===== src/rtl/dla_hld_lsu_read_decoalescer_pkg.sv =====
// Shared LSU read-path definitions: lane geometry helpers and the coalescer-to-decoalescer
// metadata record.
package dla_hld_lsu_read_decoalescer_pkg;

  localparam int LSU_DATA_WIDTH     = 32;
  localparam int LSU_MEM_DATA_WIDTH = 512;
  localparam int LSU_META_DEPTH     = 8;

  function automatic int dla_lsu_wpm(input int dw, input int mdw);
    return mdw / dw;
  endfunction

  // A single-lane memory word still carries a 1-bit offset so the field never vanishes.
  function automatic int dla_lsu_offset_w(input int dw, input int mdw);
    return (mdw / dw > 1) ? $clog2(mdw / dw) : 1;
  endfunction

  localparam int LSU_WPM      = dla_lsu_wpm(LSU_DATA_WIDTH, LSU_MEM_DATA_WIDTH);
  localparam int LSU_OFFSET_W = dla_lsu_offset_w(LSU_DATA_WIDTH, LSU_MEM_DATA_WIDTH);

  typedef struct packed {
    logic [LSU_OFFSET_W-1:0] offset;
    logic                    last;
  } dla_lsu_decoal_meta_t;

endpackage


===== src/rtl/dla_hld_lsu_read_decoalescer_if.sv =====
// Handshake bundle of the read decoalescer: metadata in, memory words in, kernel words out.
// Signal names carry the decoalescer's own direction prefix.
interface dla_hld_lsu_read_decoalescer_if
  import dla_hld_lsu_read_decoalescer_pkg::*;
#(
  parameter int DATA_WIDTH     = LSU_DATA_WIDTH,
  parameter int MEM_DATA_WIDTH = LSU_MEM_DATA_WIDTH
) ();

  localparam int OFF_W = dla_lsu_offset_w(DATA_WIDTH, MEM_DATA_WIDTH);

  logic                      i_meta_valid;
  logic [OFF_W-1:0]          i_meta_offset;
  logic                      i_meta_last;
  logic                      o_meta_ready;
  logic                      i_mem_valid;
  logic [MEM_DATA_WIDTH-1:0] i_mem_data;
  logic                      o_mem_ready;
  logic                      o_valid;
  logic [DATA_WIDTH-1:0]     o_data;
  logic                      i_ready;
  logic                      o_idle;

  modport slave (
    input  i_meta_valid, i_meta_offset, i_meta_last, i_mem_valid, i_mem_data, i_ready,
    output o_meta_ready, o_mem_ready, o_valid, o_data, o_idle
  );

  modport master (
    output i_meta_valid, i_meta_offset, i_meta_last, i_mem_valid, i_mem_data, i_ready,
    input  o_meta_ready, o_mem_ready, o_valid, o_data, o_idle
  );

endinterface


===== src/rtl/dla_hld_lsu_decoalescer_meta_fifo.sv =====
// Register-based metadata FIFO with registered full/empty; an entry is readable at the head
// one clock after it is pushed.
module dla_hld_lsu_decoalescer_meta_fifo
  import dla_hld_lsu_read_decoalescer_pkg::*;
#(
  parameter int DEPTH = LSU_META_DEPTH
) (
  input  logic                 clock,
  input  logic                 reset,
  input  logic                 i_push,
  input  dla_lsu_decoal_meta_t i_wdata,
  output logic                 o_full,
  input  logic                 i_pop,
  output dla_lsu_decoal_meta_t o_rdata,
  output logic                 o_empty
);

  localparam int PTR_W = $clog2(DEPTH);
  localparam int CNT_W = PTR_W + 1;

  dla_lsu_decoal_meta_t r_mem [DEPTH];
  logic [PTR_W-1:0]     r_wr_ptr;
  logic [PTR_W-1:0]     r_rd_ptr;
  logic [CNT_W-1:0]     r_count;
  logic [CNT_W-1:0]     w_count_d;
  logic                 r_full;
  logic                 r_empty;
  logic                 w_push;
  logic                 w_pop;

  // Gating on the registered flags means a pop at full frees the slot only next cycle.
  assign w_push = i_push & ~r_full;
  assign w_pop  = i_pop & ~r_empty;

  always_comb begin
    w_count_d = r_count;
    if (w_push && !w_pop) begin
      w_count_d = r_count + CNT_W'(1);
    end else if (w_pop && !w_push) begin
      w_count_d = r_count - CNT_W'(1);
    end
  end

  always_ff @(posedge clock or posedge reset) begin
    if (reset) begin
      r_wr_ptr <= '0;
      r_rd_ptr <= '0;
      r_count  <= '0;
      r_full   <= 1'b0;
      r_empty  <= 1'b1;
    end else begin
      if (w_push) r_wr_ptr <= r_wr_ptr + PTR_W'(1);
      if (w_pop)  r_rd_ptr <= r_rd_ptr + PTR_W'(1);
      r_count <= w_count_d;
      r_full  <= (w_count_d == CNT_W'(DEPTH));
      r_empty <= (w_count_d == '0);
    end
  end

  always_ff @(posedge clock) begin
    if (w_push) r_mem[r_wr_ptr] <= i_wdata;
  end

  assign o_rdata = r_mem[r_rd_ptr];
  assign o_full  = r_full;
  assign o_empty = r_empty;

endmodule


===== src/rtl/dla_hld_lsu_read_decoalescer.sv =====
// LSU read decoalescer: holds one memory word and emits one kernel word per queued metadata
// entry, releasing the word on the entry marked last.
module dla_hld_lsu_read_decoalescer
  import dla_hld_lsu_read_decoalescer_pkg::*;
#(
  parameter int DATA_WIDTH     = LSU_DATA_WIDTH,
  parameter int MEM_DATA_WIDTH = LSU_MEM_DATA_WIDTH,
  parameter int META_DEPTH     = LSU_META_DEPTH
) (
  input logic                           clock,
  input logic                           reset,
  dla_hld_lsu_read_decoalescer_if.slave bus
);

  localparam int WPM = dla_lsu_wpm(DATA_WIDTH, MEM_DATA_WIDTH);

  dla_lsu_decoal_meta_t            w_push_entry;
  dla_lsu_decoal_meta_t            w_head;
  logic                            w_meta_full;
  logic                            w_meta_empty;
  logic                            r_hold_valid;
  logic                            w_hold_valid_d;
  logic [MEM_DATA_WIDTH-1:0]       r_hold_data;
  logic [WPM-1:0][DATA_WIDTH-1:0]  w_lanes;
  logic                            r_valid;
  logic                            w_valid_d;
  logic [DATA_WIDTH-1:0]           r_data;
  logic [DATA_WIDTH-1:0]           w_data_d;
  logic                            w_adv;
  logic                            w_release;
  logic                            w_mem_ready;
  logic                            w_mem_load;

  assign w_push_entry.offset = bus.i_meta_offset;
  assign w_push_entry.last   = bus.i_meta_last;

  dla_hld_lsu_decoalescer_meta_fifo #(
    .DEPTH (META_DEPTH)
  ) u_meta_fifo (
    .clock   (clock),
    .reset   (reset),
    .i_push  (bus.i_meta_valid),
    .i_wdata (w_push_entry),
    .o_full  (w_meta_full),
    .i_pop   (w_adv),
    .o_rdata (w_head),
    .o_empty (w_meta_empty)
  );

  assign w_lanes = r_hold_data;

  always_comb begin
    w_adv          = r_hold_valid & ~w_meta_empty & (~r_valid | bus.i_ready);
    w_release      = w_adv & w_head.last;
    // Releasing and reloading in one clock keeps back-to-back memory words bubble-free.
    w_mem_ready    = ~r_hold_valid | w_release;
    w_mem_load     = bus.i_mem_valid & w_mem_ready;

    w_hold_valid_d = r_hold_valid;
    if (w_mem_load) begin
      w_hold_valid_d = 1'b1;
    end else if (w_release) begin
      w_hold_valid_d = 1'b0;
    end

    w_valid_d = r_valid;
    w_data_d  = r_data;
    if (w_adv) begin
      w_valid_d = 1'b1;
      w_data_d  = w_lanes[w_head.offset];
    end else if (bus.i_ready) begin
      w_valid_d = 1'b0;
    end
  end

  always_ff @(posedge clock or posedge reset) begin
    if (reset) begin
      r_hold_valid <= 1'b0;
      r_hold_data  <= '0;
      r_valid      <= 1'b0;
      r_data       <= '0;
    end else begin
      r_hold_valid <= w_hold_valid_d;
      if (w_mem_load) r_hold_data <= bus.i_mem_data;
      r_valid      <= w_valid_d;
      r_data       <= w_data_d;
    end
  end

  assign bus.o_meta_ready = ~w_meta_full;
  assign bus.o_mem_ready  = w_mem_ready;
  assign bus.o_valid      = r_valid;
  assign bus.o_data       = r_data;
  assign bus.o_idle       = w_meta_empty & ~r_hold_valid & ~r_valid;

endmodule

===== src/flat_wrapper.sv =====
// flat-port wrapper written by rule: the top's interface ports become plain ports
module dla_hld_lsu_read_decoalescer_flat import dla_hld_lsu_read_decoalescer_pkg::*;
#(
  parameter int DATA_WIDTH     = LSU_DATA_WIDTH,
  parameter int MEM_DATA_WIDTH = LSU_MEM_DATA_WIDTH,
  parameter int META_DEPTH     = LSU_META_DEPTH
)
  (clock, reset, bus_i_meta_valid, bus_i_meta_offset, bus_i_meta_last, bus_i_mem_valid, bus_i_mem_data, bus_i_ready, bus_o_meta_ready, bus_o_mem_ready, bus_o_valid, bus_o_data, bus_o_idle);
  dla_hld_lsu_read_decoalescer_if #(.DATA_WIDTH(DATA_WIDTH), .MEM_DATA_WIDTH(MEM_DATA_WIDTH)) bus_i ();
  input logic clock;
  input logic reset;
  input wire logic [$bits(bus_i.i_meta_valid)-1:0] bus_i_meta_valid;
  input wire logic [$bits(bus_i.i_meta_offset)-1:0] bus_i_meta_offset;
  input wire logic [$bits(bus_i.i_meta_last)-1:0] bus_i_meta_last;
  input wire logic [$bits(bus_i.i_mem_valid)-1:0] bus_i_mem_valid;
  input wire logic [$bits(bus_i.i_mem_data)-1:0] bus_i_mem_data;
  input wire logic [$bits(bus_i.i_ready)-1:0] bus_i_ready;
  output wire logic [$bits(bus_i.o_meta_ready)-1:0] bus_o_meta_ready;
  output wire logic [$bits(bus_i.o_mem_ready)-1:0] bus_o_mem_ready;
  output wire logic [$bits(bus_i.o_valid)-1:0] bus_o_valid;
  output wire logic [$bits(bus_i.o_data)-1:0] bus_o_data;
  output wire logic [$bits(bus_i.o_idle)-1:0] bus_o_idle;
  assign bus_i.i_meta_valid = bus_i_meta_valid;
  assign bus_i.i_meta_offset = bus_i_meta_offset;
  assign bus_i.i_meta_last = bus_i_meta_last;
  assign bus_i.i_mem_valid = bus_i_mem_valid;
  assign bus_i.i_mem_data = bus_i_mem_data;
  assign bus_i.i_ready = bus_i_ready;
  assign bus_o_meta_ready = bus_i.o_meta_ready;
  assign bus_o_mem_ready = bus_i.o_mem_ready;
  assign bus_o_valid = bus_i.o_valid;
  assign bus_o_data = bus_i.o_data;
  assign bus_o_idle = bus_i.o_idle;
  dla_hld_lsu_read_decoalescer #(.DATA_WIDTH(DATA_WIDTH), .MEM_DATA_WIDTH(MEM_DATA_WIDTH), .META_DEPTH(META_DEPTH)) u_core (.clock(clock), .reset(reset), .bus(bus_i));
endmodule

===== config.mk =====
export PLATFORM = sky130hd
export DESIGN_NAME = dla_hld_lsu_read_decoalescer_flat
export DESIGN_NICKNAME = d
export VERILOG_FILES = /design/src/rtl/dla_hld_lsu_read_decoalescer_pkg.sv /design/src/rtl/dla_hld_lsu_read_decoalescer_if.sv /design/src/rtl/dla_hld_lsu_decoalescer_meta_fifo.sv /design/src/rtl/dla_hld_lsu_read_decoalescer.sv /design/src/flat_wrapper.sv
export SDC_FILE = /design/constraint.sdc
export NUM_CORES = 1
export LEC_CHECK = 0
export CORE_MARGIN = 5
export CORE_UTILIZATION = 40
export DETAILED_ROUTE_END_ITERATION = 12
export GPL_TIMING_DRIVEN = 0
export HOLD_SLACK_MARGIN = 0.12
export PLACE_DENSITY = 0.62
export SKIP_LAST_GASP = 1
export SYNTH_ARGS = -nofsm -noshare
export SYNTH_HDL_FRONTEND = slang
export SYNTH_HIERARCHICAL = 1
export SYNTH_SLANG_ARGS = --single-unit

===== constraint.sdc =====
create_clock -name clock -period 43.2 [get_ports clock]
set_clock_uncertainty 0.15 [all_clocks]
set_input_delay 8.64 -clock clock [delete_from_list [all_inputs] [get_ports clock]]
set_output_delay 8.64 -clock clock [all_outputs]
set_load 0.005 [all_outputs]

## Word-level counts from Yosys, hierarchy flattened

Memories as Yosys holds them, arrays and structs flattened.
Cells that the tools add are included.

- Add/subtract/negate cells: 4
- $lt $le $gt $ge: 1
- Eq/ne operators: 1
- Mux-type cells: 10
- Bitwise logic cells: 14
- Reductions and logical operators: 7

Operators by type and width:

| kind | count |
|---|---|
| 32-bit binary-select mux with 4-bit select | 1 |
| 32-bit two-way mux | 1 |
| 1-bit bitwise AND | 8 |
| 4-bit two-way mux | 2 |
| 3-bit by 1-bit adder with 3-bit output (second input constant) | 2 |
| 1-bit two-way mux | 6 |
| 4-bit by 5-bit < comparator with 1-bit output (second input constant) | 1 |
| 4-bit by 1-bit adder with 4-bit output (second input constant) | 1 |
| 4-bit == test (second input constant) | 1 |
| 4-bit zero test | 1 |
| 1-bit inverter | 4 |
| 2-bit nonzero test | 2 |
| 4-bit by 1-bit subtractor with 4-bit output (second input constant) | 1 |
| 1-bit logical AND | 2 |
| 1-bit zero test | 2 |
| 1-bit OR | 2 |

- Flip-flop bits (word level): 558
- Memory bits (writable): 40
- Input port bits: 522
- Output and inout port bits: 36
- Memories kept: 1

Memories:

| memory | depth | bits a word | rd ports | clocked after memory_dff | write ports | line | RTL |
|---|---|---|---|---|---|---|---|
| u_core.u_meta_fifo.r_mem | 8 | 5 | 1 | 0 | 1 | dla_hld_lsu_decoalescer_meta_fifo.sv:21 | `dla_lsu_decoal_meta_t r_mem [DEPTH];` |

## Longest topological paths before layout

- Depth in word-level cells: 8
- Depth in mapped cells: 10
- Gate-level depth less buffers: 7

## Hierarchy

The synthesis kept the hierarchy.

By module, submodules not included:

| module | instances | cells each | area each (sq um) | seq. area each (sq um) |
|---|---|---|---|---|
| dla_hld_lsu_read_decoalescer | 1 | 1434 | 24064.3 | 13663.1 |
| dla_hld_lsu_decoalescer_meta_fifo | 1 | 135 | 2220.9 | 1502.7 |

## Least setup slack after synthesis

No wires, ideal clock.

- Kind: input -> output
- Start point: in bus_i_ready
- End point: out bus_o_mem_ready
- Arrival time: 8.887 ns
- Data required time: 34.410 ns
- Path slack: 25.523 ns
- Stages on the path: 2
- Buffers on the path: 0
- Cells stage by stage: nor2b_1 > o21ai_1

- Cells in the longest elaborated chain, start to end: 4

RTL lines:

| item | line | RTL |
|---|---|---|
| start, declared | flat_wrapper.sv:17 | `input wire logic [$bits(bus_i.i_ready)-1:0] bus_i_ready;` |
| 1-bit OR | dla_hld_lsu_read_decoalescer.sv:53 | `w_adv = r_hold_valid & ~w_meta_empty & (~r_valid \| bus.i_ready);` |
| 1-bit bitwise AND | dla_hld_lsu_read_decoalescer.sv:53 |  |
| 1-bit bitwise AND | dla_hld_lsu_read_decoalescer.sv:54 | `w_release = w_adv & w_head.last;` |
| 1-bit OR | dla_hld_lsu_read_decoalescer.sv:56 | `w_mem_ready = ~r_hold_valid \| w_release;` |
| end, declared | flat_wrapper.sv:19 | `output wire logic [$bits(bus_i.o_mem_ready)-1:0] bus_o_mem_ready;` |

Every way passes these cells.

## Worst setup path after layout

Same ends and word-level chain as after synthesis.

==> impl_metrics.json <==
{
  "fin_crit_ps": 18780,
  "grt_pass1_vias": 18750,
  "ys_types": 43,
  "synth_ff_type": "dfrtp_1",
  "core_area_um2": 65510,
  "drc_errors": 0,
  "finalNetCount": 2725,
  "holdCritPathClass": "reg2reg",
  "final_cell_count_no_fill": 3129,
  "wl_per_cell_um": 28.75,
  "p_int_mw": 1.940,
  "grt_pass1_wl_um": 130500,
  "rsz0062_at_grt": "no",
  "place.gp.congestion": 0.8467,
  "cts_buffer_depth": 3,
  "ctsResizeCount": 0,
  "dr.pass1.iters": 4,
  "slew_violations": 0,
  "tritoncts": "yes",
  "pwr-share-comb_pct": 49.4,
  "clock_sinks": 598,
  "viasPerCell": 5.301,
  "crit_fanout": 3,
  "routed_wl_um": 89950,
  "crit_path_start_kind": "input port",
  "power_switching_mw": 1.094,
  "grt_usage_pct": 25.15,
  "drt.antenna.violating_nets": 0,
  "seq_area_um2": 15170,
  "portBuffers": 557,
  "htree_levels": 3,
  "p_clk_share_pct": 17.8,
  "worstSetupPathType": "in2out",
  "synth_common_cells": "557 x dfrtp_1, 472 x mux2_2, 138 x mux4_2",
  "fin_crit_sh_pct": 43.47,
  "drt_iter0_drc": 880,
  "worstMarginPinSlew_ps": 1275,
  "p_per_area_nw_per_um2": 86.27,
  "clk_pin_slew_ps": 50,
  "whs_ps": 335.4,
  "clk_latency_ps": 590,
  "setup_viol": 0,
  "grtUsageMet1_pct": 31.96,
  "max-vdd-ir-drop_mv": 0.03951,
  "end_kind": "output pin",
  "hold_violations": 0,
  "synthesis.area_um2": 26290,
  "antenna_found_initial": 27,
  "setup_tns_ps": 0,
  "synth_nets": 2095,
  "yosysTopAreaCell": "dfrtp_1",
  "synth_edf_count": 40,
  "io_pins": 558,
  "worstPathRequired_ps": 34410,
  "syn_to_final_growth_pct": 33.81,
  "vias": 16590,
  "reg2reg_slack_ps": 38760,
  "overflow": 0,
  "yosysMostFrequentCell": "dfrtp_1",
  "maxCapViolations": 0,
  "seqPwrFrac_pct": 32.8,
  "ys_warn_count": 6,
  "ys_async_sr_fraction_pct": 93.31,
  "arrival_ps": 9990,
  "multi_input_area_um2": 10550,
  "yosysSeqAreaShare_pct": 57.70,
  "synth_area_leaders": "dfrtp_1 53%, mux2_2 20%, mux4_2 12%",
  "maxSlewHeadroom_pct": 15.02,
  "groute.layer.met3.usage_pct": 7.258,
  "fmax_mhz": 53.26,
  "ys_seq_elements": 598,
  "grt_max_degree": 135,
  "die_h_um": 266.3,
  "die_area_um2": 70940,
  "fillers": 5327,
  "die_w_um": 266.3,
  "tritoncts.num_buffers": 67,
  "status": "finished clean",
  "swShare_pct": 36.04,
  "top_usage_layer": "met2",
  "dp_hpwl_um": 68740,
  "hold_buffers": 0,
  "row_count": 94,
  "avgSynthCellArea_um2": 16.75,
  "cts_root_buffer": "clkbuf_16",
  "grtUsageMet2_pct": 42.93,
  "post_cts_buffers": 0,
  "cellLeakagePower_nw": 14.17,
  "netlist_instances": 1569,
  "start_util_pct": 40.12,
  "dp.cells": 2994,
  "yosys.area.top_type_share_pct": 53.03,
  "drive_gt1_share_pct": 35.19
}
-- routing by layer --
layer  vias to the layer above  part of all wire, %
met5                         -                 0.14
met4                        20                  1.8
met3                       105                  7.1
met2                       469                   51
met1                      8768                   40
li1                       7224                    -
-- worst paths after layout --
kind / start / end / depth (start not counted)
max: bus_i_ready / bus_o_mem_ready / 4
min: u_core/r_hold_data[301] / u_core/r_hold_data[301] / 1
max reg2reg: u_core/u_meta_fifo/r_rd_ptr[1] / u_core/bus.o_data[11] / 8
min reg2reg: u_core/r_hold_data[301] / u_core/r_hold_data[301] / 1
max in group asynchronous: reset / u_core/r_hold_data[199] / 4
min in group asynchronous: reset / u_core/u_meta_fifo/r_count[2] / 2
-- critical path, stage by stage --
cell	delay (ps)
clkdlybuf4s50_1	480
nor2b_1	70
o21ai_1	220
clkdlybuf4s50_1	580
-- logic make-up after synthesis --
logic type,count (synthesis),share of synthesized area [%]
buffers and inverters,117,2.209
adders and majority gates,4,0.1904
and+or+nand+nor,83,1.661
DFF,598,57.70
muxes,718,36.52
xor gates and xnor gates,6,0.1999
AOI/OAI and AO/OA,43,1.518
-- sequential cells by signal, summed over array words and instances, names as in the netlist, 3 cells and up --
name                         cells
u_core/u_meta_fifo/r_mem        40
u_core/r_hold_data             512
u_core/u_meta_fifo/r_wr_ptr      3
u_core/bus.o_data               32
u_core/u_meta_fifo/r_rd_ptr      3
u_core/u_meta_fifo/r_count       4
-- cells in the final DEF (no fill, tap or decap), types with 2 or more instances in the layout --
cell,count
buf_6,7
buf_4,3
nor3_1,38
dfrtp_1,557
inv_6,4
buf_2,62
nand2_1,14
buf_1,9
clkinv_2,11
mux4_2,138
clkbuf_16,68
mux2_2,472
mux2i_1,31
clkbuf_1,50
nor2_1,8
inv_1,6
nand2b_1,8
o21ai_0,2
ha_1,4
buf_16,4
nor2b_1,2
clkdlybuf4s50_1,557
clkbuf_8,14
a221o_1,31
o211ai_1,2
edfxtp_1,40
xnor2_1,6
diode_2,17
mux2_1,77
-- layout make-up --
class | count | share of cell area [%]
Antenna cell | 17 | 0.1210
Buffer | 110 | 1.576
Clock buffer | 103 | 5.610
Clock inverter | 15 | 0.2561
Inverter | 7 | 0.09605
Multi-Input combinational cell | 854 | 29.98
Sequential cell | 598 | 43.12
Tap cell | 864 | 3.074
Timing Repair Buffer | 561 | 16.17
-- per-stage QoR --
step | instance area (um2) | util [%] | setup WS, ps | total power [mW]
4_1_cts | 35120 | 53.61 | 24400 | 3.078
2_1_floorplan | 26290 | - | 19150 | 1.955
3_5_place_dp | 33060 | 50.46 | 24400 | 2.526
6_report | 35170 | 53.69 | 24420 | 3.034
5_1_grt | 35150 | 53.65 | 24340 | 3.197
3_3_place_gp | 32940 | 50.28 | 12580 | 2.490
-- power groups by stage --
stage	clock (mW)	sequential [mW]	combinational [mW]
after global routing	0.578	1.02	1.60
final	0.540	0.994	1.50
after global placement	0	0.987	1.50
after detailed placement	0	1.00	1.53
after CTS	0.556	0.991	1.53
after floorplan	0	0.947	1.01
(Power assumes the default switching activity.)
